==> config.mk <==
export PLATFORM = sky130hd
export DESIGN_NAME = pe_input_reader
export DESIGN_NICKNAME = d
export VERILOG_FILES = /design/src/rtl/pe_input_reader_pkg.sv /design/src/rtl/pe_input_reader_debounce.sv /design/src/rtl/pe_input_reader.sv
export SDC_FILE = /design/constraint.sdc
export NUM_CORES = 1
export LEC_CHECK = 0
export CORE_MARGIN = 5
export CORE_UTILIZATION = 40
export DETAILED_ROUTE_END_ITERATION = 7
export PLACE_DENSITY = 0.58
export SLEW_MARGIN = 20
export SYNTH_ARGS = -nofsm -noshare
export SYNTH_HDL_FRONTEND = slang
export SYNTH_HIERARCHICAL = 1
export SYNTH_SLANG_ARGS = --single-unit
==> constraint.sdc <==
create_clock -name clk -period 5.5 [get_ports clk]
set_input_delay 0.55 -clock clk [delete_from_list [all_inputs] [get_ports clk]]
set_output_delay 0.55 -clock clk [all_outputs]
set_load 0.02 [all_outputs]
==> src/rtl/pe_input_reader_pkg.sv <==
// -----------------------------------------------------------------------------
// pe_input_reader_pkg
// Shared I/O-window constants for the memory-mapped peripherals that sit in
// the 0xFFFF_Fxxx region (display port and input reader), plus the read-select
// decode used by the input reader.
// Contents:
//   DISP_ADDR, SW_ADDR, BTN_ADDR, EVT_ADDR  12-bit offsets inside the window
//   IO_INTERVAL                             sample/scan tick period minus 1
//   rd_sel_e, decode_addr()                 address to read-source decode
// -----------------------------------------------------------------------------
package pe_input_reader_pkg;

   localparam logic [11:0] DISP_ADDR = 12'h000;
   localparam logic [11:0] SW_ADDR   = 12'h070;
   localparam logic [11:0] BTN_ADDR  = 12'h078;
   localparam logic [11:0] EVT_ADDR  = 12'h07C;

   // 2 ms at 50 MHz; also drives the display scan counter.
   localparam int IO_INTERVAL = 99999;

   typedef enum logic [1:0] {
      RD_NONE = 2'd0,
      RD_SW   = 2'd1,
      RD_BTN  = 2'd2,
      RD_EVT  = 2'd3
   } rd_sel_e;

   function automatic rd_sel_e decode_addr(input logic [11:0] a);
      rd_sel_e sel;
      case (a)
         SW_ADDR:  sel = RD_SW;
         BTN_ADDR: sel = RD_BTN;
         EVT_ADDR: sel = RD_EVT;
         default:  sel = RD_NONE;
      endcase
      return sel;
   endfunction

endpackage

==> src/rtl/pe_input_reader_debounce.sv <==
// -----------------------------------------------------------------------------
// pe_debounce
// Tick-sampled debouncer for a W-bit vector sharing one counter. A new level
// is accepted only after it differs from the committed level on DEB_SAMPLES
// consecutive ticks; any tick where the input matches restarts the count.
// Ports:
//   clk   in  1  system clock
//   rst   in  1  asynchronous, active-high reset
//   tick  in  1  sample strobe, one cycle wide
//   din   in  W  synchronised input
//   dout  out W  debounced (committed) level
// -----------------------------------------------------------------------------
module pe_debounce #(
   parameter int W           = 1,
   parameter int DEB_SAMPLES = 3
) (
   input  logic         clk,
   input  logic         rst,
   input  logic         tick,
   input  logic [W-1:0] din,
   output logic [W-1:0] dout
);

   localparam int CW = $clog2(DEB_SAMPLES);

   logic [W-1:0]  r_stable;
   logic [CW-1:0] r_cnt;

   always_ff @(posedge clk or posedge rst) begin
      if (rst) begin
         r_stable <= '0;
         r_cnt    <= '0;
      end else if (tick) begin
         if (din == r_stable) begin
            r_cnt <= '0;
         end else if (r_cnt == CW'(DEB_SAMPLES - 1)) begin
            // Commit the whole vector as sampled on this tick.
            r_stable <= din;
            r_cnt    <= '0;
         end else begin
            r_cnt <= r_cnt + 1'b1;
         end
      end
   end

   assign dout = r_stable;

endmodule

==> src/rtl/pe_input_reader.sv <==
// -----------------------------------------------------------------------------
// pe_input_reader
// CPU-readable input peripheral: synchronises and debounces 24 slide switches
// and 5 push buttons, and presents switch level, button level and sticky
// button-press events on the CPU load path (registered, 1-cycle latency).
// Ports:
//   clk    in   1   system clock
//   rst    in   1   asynchronous, active-high reset
//   addr   in   12  CPU address bits [11:0]
//   ren    in   1   CPU read enable
//   sw     in   24  raw slide switches (asynchronous)
//   btn    in   5   raw push buttons (asynchronous)
//   rdata  out  32  registered read data
// -----------------------------------------------------------------------------
module pe_input_reader
   import pe_input_reader_pkg::*;
#(
   parameter int INTERVAL    = IO_INTERVAL,
   parameter int DEB_SAMPLES = 3
) (
   input  logic        clk,
   input  logic        rst,
   input  logic [11:0] addr,
   input  logic        ren,
   input  logic [23:0] sw,
   input  logic [4:0]  btn,
   output logic [31:0] rdata
);

   localparam int TW = $clog2(INTERVAL + 1);

   logic [23:0]   r_sw_s1, r_sw_s2;
   logic [4:0]    r_btn_s1, r_btn_s2;
   logic [TW-1:0] r_tick_cnt;
   logic [4:0]    r_btn_prev;
   logic [4:0]    r_evt;
   logic [31:0]   r_rdata;

   logic          w_tick;
   logic [23:0]   w_sw_stable;
   logic [4:0]    w_btn_stable;
   logic [4:0]    w_press;
   rd_sel_e       w_rd_sel;

   // Two-flop synchronisers; only the second stage is used downstream.
   always_ff @(posedge clk or posedge rst) begin
      if (rst) begin
         r_sw_s1  <= '0;
         r_sw_s2  <= '0;
         r_btn_s1 <= '0;
         r_btn_s2 <= '0;
      end else begin
         r_sw_s1  <= sw;
         r_sw_s2  <= r_sw_s1;
         r_btn_s1 <= btn;
         r_btn_s2 <= r_btn_s1;
      end
   end

   always_ff @(posedge clk or posedge rst) begin
      if (rst) begin
         r_tick_cnt <= '0;
      end else if (w_tick) begin
         r_tick_cnt <= '0;
      end else begin
         r_tick_cnt <= r_tick_cnt + 1'b1;
      end
   end

   assign w_tick = (r_tick_cnt == TW'(INTERVAL));

   pe_debounce #(
      .W           (24),
      .DEB_SAMPLES (DEB_SAMPLES)
   ) u_sw_deb (
      .clk  (clk),
      .rst  (rst),
      .tick (w_tick),
      .din  (r_sw_s2),
      .dout (w_sw_stable)
   );

   for (genvar g = 0; g < 5; g++) begin : g_btn_deb
      pe_debounce #(
         .W           (1),
         .DEB_SAMPLES (DEB_SAMPLES)
      ) u_btn_deb (
         .clk  (clk),
         .rst  (rst),
         .tick (w_tick),
         .din  (r_btn_s2[g]),
         .dout (w_btn_stable[g])
      );
   end

   // Both prev and stable clear on reset, so reset release never looks like a press.
   assign w_press  = w_btn_stable & ~r_btn_prev;
   assign w_rd_sel = ren ? decode_addr(addr) : RD_NONE;

   always_ff @(posedge clk or posedge rst) begin
      if (rst) begin
         r_btn_prev <= '0;
         r_evt      <= '0;
         r_rdata    <= '0;
      end else begin
         r_btn_prev <= w_btn_stable;
         case (w_rd_sel)
            RD_SW:   r_rdata <= {8'h0, w_sw_stable};
            RD_BTN:  r_rdata <= {27'h0, w_btn_stable};
            RD_EVT:  r_rdata <= {27'h0, r_evt};
            default: r_rdata <= '0;
         endcase
         // Read-clear and a new press on the same edge: the set wins, the
         // reader sees the old value and the press is reported next read.
         r_evt <= ((w_rd_sel == RD_EVT) ? 5'h0 : r_evt) | w_press;
      end
   end

   assign rdata = r_rdata;

endmodule

After elaboration in Yosys (flattened, before gate mapping)
Index checks and enable logic that the tools add are counted.

word-level totals
  bits of input ports = 44
  register bits = 158
  output and inout bits = 32

operators by class
  equal/unequal tests = 19
  bitwise gates (word level) = 9
  add/subtract/negate cells = 7
  reduce and logical (&&, ||, !) cells = 6
  mux-type cells = 17

operators by type and width
  kind                   count
  $pmux 24 s3            1
  $eq 12x7->1 const B    3
  $mux 2                 13
  $eq 24x24->1           1
  $reduce_and 3->1       6
  $add 17x1->17 const B  1
  $eq 17x17->1 const B   1
  $mux 17                1
  $eq 2x2->1 const B     8
  $add 2x1->2 const B    6
  $not 1->1              6
  $pmux 2 s3             1
  $and 5x5->5            1
  $eq 1x1->1             5
  $mux 5                 1
  $not 5->5              1
  $or 5x5->5             1
  $eq 2x1->1 const B     1

Logic depth before layout (Yosys ltp)
  word-level depth = 6
  depth in mapped cells = 10
  gate-level depth less buffers = 7

By module
The synthesis kept the hierarchy.

modules (own cells, without submodules)
  module                                    cells each  instances  area an instance (µm²)
  pe_input_reader                           232         1          3550.9
  pe_debounce (u_sw_deb)                    185         1          1619.1
  pe_debounce (g_btn_deb[0].u_btn_deb ...)  13          5          142.6

Worst setup path after synthesis
Ideal clock, no wire load.

  path kind = flip-flop to flip-flop
  start point = register r_tick_cnt[0]
  end point = register u_sw_deb.r_stable[10], in the netlist u_sw_deb/dout[10]
  clock period less this slack = 2.701 ns
  data arrival time = 2.632 ns
  path buffers = 3
  cell stages (with the launch flop) = 11
  library setup time = 0.069 ns
  slack = 2.799 ns
  path through = dfrtp_1 -> ha_1 -> and3_1 -> clkbuf_1 -> nand2_1 -> nor3_4 -> and3_1 -> clkbuf_1 -> clkbuf_1 -> o211ai_1 -> nand3_1

between the ends
  longest elaborated chain between the ends = 2

RTL lines
  element                     line                            source
  from (decl)                 pe_input_reader.sv:34           logic [TW-1:0] r_tick_cnt;
  from (signal assigned)      pe_input_reader.sv:66           r_tick_cnt <= r_tick_cnt + 1'b1;
  $eq 17x17->1                pe_input_reader.sv:70           assign w_tick = (r_tick_cnt == TW'(INTERVAL));
  net w_tick                  pe_input_reader.sv:39           logic w_tick;
  $reduce_and 3->1 (no line)  n/a
  to (signal assigned)        pe_input_reader_debounce.sv:38  r_stable <= din;
  to (decl)                   pe_input_reader_debounce.sv:26  logic [W-1:0] r_stable;

The timed path passes the listed nets, and every way through them passes these cells.
A chain may end at the register's enable or synchronous reset.

Worst setup path in the final report
  start point = register r_tick_cnt[7]
  end point = register u_sw_deb.r_stable[9], in the netlist u_sw_deb/dout[9]

The elaborated chain is that of the path after synthesis.

==> results_dict.tcl <==
set metrics [dict create \
    ff2ff_path_depth 6 \
    cts_tree "done" \
    pin_count 76 \
    gp_congestion 0.817 \
    ys_types 40 \
    p_leak_nw 3.16 \
    layout_commonest_cell "dfrtp_1" \
    finClkSkew_ns 0.00482 \
    setup_viol 0 \
    p_total_mw 2.40 \
    cts-hold-fix-buffers 0 \
    crit_cells 6 \
    grt_overflow 0 \
    yosys-top-cells-area "dfrtp_1 (64%), xnor2_1 (5.2%), nand3_1 (5.1%)" \
    dr.pass1.iters 5 \
    synth_warnings 6 \
    root_buffer "clkbuf_16" \
    clk_latency_ns 0.41 \
    critPathArrivalTime_ns 3.07 \
    setup_tns_ns 0 \
    ys_seq_elements 150 \
    wl_per_cell_um 15.9 \
    nNetsFinal 596 \
    antenna_found_initial 0 \
    wl_um 11900 \
    cts_made_buffers 17 \
    run_status "complete, no violations" \
    postPlaceCellArea_um2 6670 \
    diodes 0 \
    slowest_delay_ns 0.81 \
    synth.avg_cell_area_um2 12.2 \
    ys.flop_type "dfrtp_1" \
    timing.final.crit_share_pct 50.6 \
    critical_path.slowest_cell "nand3_1" \
    vias_per_cell 5.04 \
    cap_violations 0 \
    endpoint_kind "flip-flop" \
    start_kind "flip-flop" \
    critPathBufInv 0 \
    coreArea_um2 14500 \
    hpwl_um 8210 \
    hold_path_class "reg -> reg" \
    grt_pass1_vias 3905 \
    pwr_density_cell_nw_per_um2 330 \
    utilization_pct 50.3 \
    ys_seq_area_share_pct 63.8 \
    cp_top_family "simple AND/OR/NAND/NOR gates" \
    drtIter0Drc 229 \
    synth_top_area_share_pct 63.8 \
    drc 0 \
    ant_nets 0 \
    synth_top_area_cell "dfrtp_1" \
    holdPathStages 0 \
    dieArea_um2 17200 \
    area_growth_pct 23.8 \
    cts_setup_buffers 0 \
    via_count 3771 \
    ctsResizeCount 0 \
    synth_edf_count 0 \
    cts_max_path_buffers 2 \
    criticalPathCategory "reg -> reg" \
    worst_slew_pin_slew_ns 0.979 \
    ir_drop_mv 0.201 \
    path_cells "nand3_1 -> or4_4 -> nor3_4 -> nand3_1 -> nand2_1 -> nand3_1" \
    worstPathRequired_ns 5.79 \
    crit_top_cell "nand3_1" \
    num_rows 44 \
    clock_sinks 150 \
    track_usage_pct 14.5 \
    synthArstFlopShare_pct 100 \
    portBuffers 67 \
    cp_max_fo 24 \
    die_height_um 131 \
    layout_min_cycle_time_ns 2.78 \
    clk_pin_slew_ns 0.06 \
    drive_gt1_share_pct 9.57 \
    grt_pass1_wl_um 20100 \
    rsz0062_at_grt "false" \
    finalHoldViolCount 0 \
    start_util_pct 40.6 \
    synthCells 482 \
    fmax_ghz 0.359 \
    slew_violations 0 \
    maxSlewHeadroom_pct 34.5 \
    netlist_area_um2 5880 \
    htreeDepth 4 \
    mostFrequentLayoutCells "dfrtp_1 (150), clkdlybuf4s50_1 (67), nand3_1 (60)" \
    die-width_um 131 \
    final_cell_area_um2 7280 \
    grt_max_degree 70 \
]
-- state kept, by name (all words and copies together) (netlist names) --
| signal | flops |
|---|---|
| r_evt | 5 |
| r_sw_s1 | 24 |
| rdata | 24 |
| u_sw_deb/dout | 24 |
| r_btn_s2 | 5 |
| r_btn_s1 | 5 |
| r_tick_cnt | 17 |
| r_sw_s2 | 24 |
| r_btn_prev | 5 |
| g_btn_deb.u_btn_deb/r_cnt | 10 |
| u_sw_deb/r_cnt | 2 |
| g_btn_deb.u_btn_deb/dout | 5 |
-- worst paths after layout --
kind,from,to,slack (ns)
min in group asynchronous,rst,g_btn_deb[4].u_btn_deb/r_cnt[1],0.58
max,r_tick_cnt[7],u_sw_deb/dout[9],2.72
max reg2reg,r_tick_cnt[7],u_sw_deb/dout[9],2.72
min reg2reg,r_sw_s1[14],r_sw_s2[14],0.35
min,r_sw_s1[14],r_sw_s2[14],0.35
max in group asynchronous,rst,rdata[8],3.63
-- logic make-up (layout without fill, tap and decap cells) --
kind of cell               Yosys count  after routing  synth area share (%)
AOI/OAI and AO/OA                   46             46                  5.81
xor gates and xnor gates            44             44                  6.55
adders and majority gates            1              1                 0.213
buffers and inverters               52            127                  4.40
DFF                                150            150                  63.8
muxes                               10             10                  1.91
other                                1              8                0.0637
and+or+nand+nor                    178            178                  17.2
-- synthesized netlist by cell type, types with 2 or more instances --
cell type,instances
dfrtp_1,150
nand3_1,60
xnor2_1,35
nand2_1,30
inv_1,24
o211ai_1,23
and2_1,19
nor2_1,18
clkbuf_1,14
nand4_1,14
o22ai_1,12
mux2_2,10
nand3b_1,10
xor2_1,9
buf_4,8
a22o_1,5
a22oi_1,5
or3b_1,5
and4_1,3
nor4_1,3
and3_1,2
buf_2,2
buf_8,2
nor3_4,2
nor4b_2,2
-- metrics by stage --
| stage | hold slack (ns) | worst slack, ns | std cells |
|---|---|---|---|
| CTS | 0.348 | 2.74 | 748 |
| global route | 0.350 | 2.43 | 748 |
| finish | 0.346 | 2.72 | 748 |
| global placement | 0.333 | 2.87 | 716 |
| floorplan | 0.304 | 2.08 | 489 |
| detailed placement | 0.335 | 2.76 | 716 |
-- final cells by class --
cell class | count | area [um2]
clock buffer | 22 | 454
fill | 1236 | 7200
sequential | 150 | 3750
tap | 184 | 230
multi-input combinational | 287 | 1900
timing repair buffer | 71 | 701
inverter | 24 | 92.6
clock inverter | 10 | 153
-- layer usage --
metal	up-vias	wire, um	track usage [%]
met5	-	0	0
met4	0	121	5.03
met3	12	772	5.28
met2	137	5340	21.0
met1	1833	5670	20.4
li1	1789	-	-
-- where the power goes --
group / switching [mW] / total [mW] / internal [mW] / leakage (nW)
registers: 0.0139 / 1.14 / 1.13 / 1.95
logic: 0.0407 / 0.0775 / 0.0367 / 0.918
clock network: 0.416 / 1.18 / 0.766 / 0.298
Note: power is estimated with default switching activity, not from simulation.
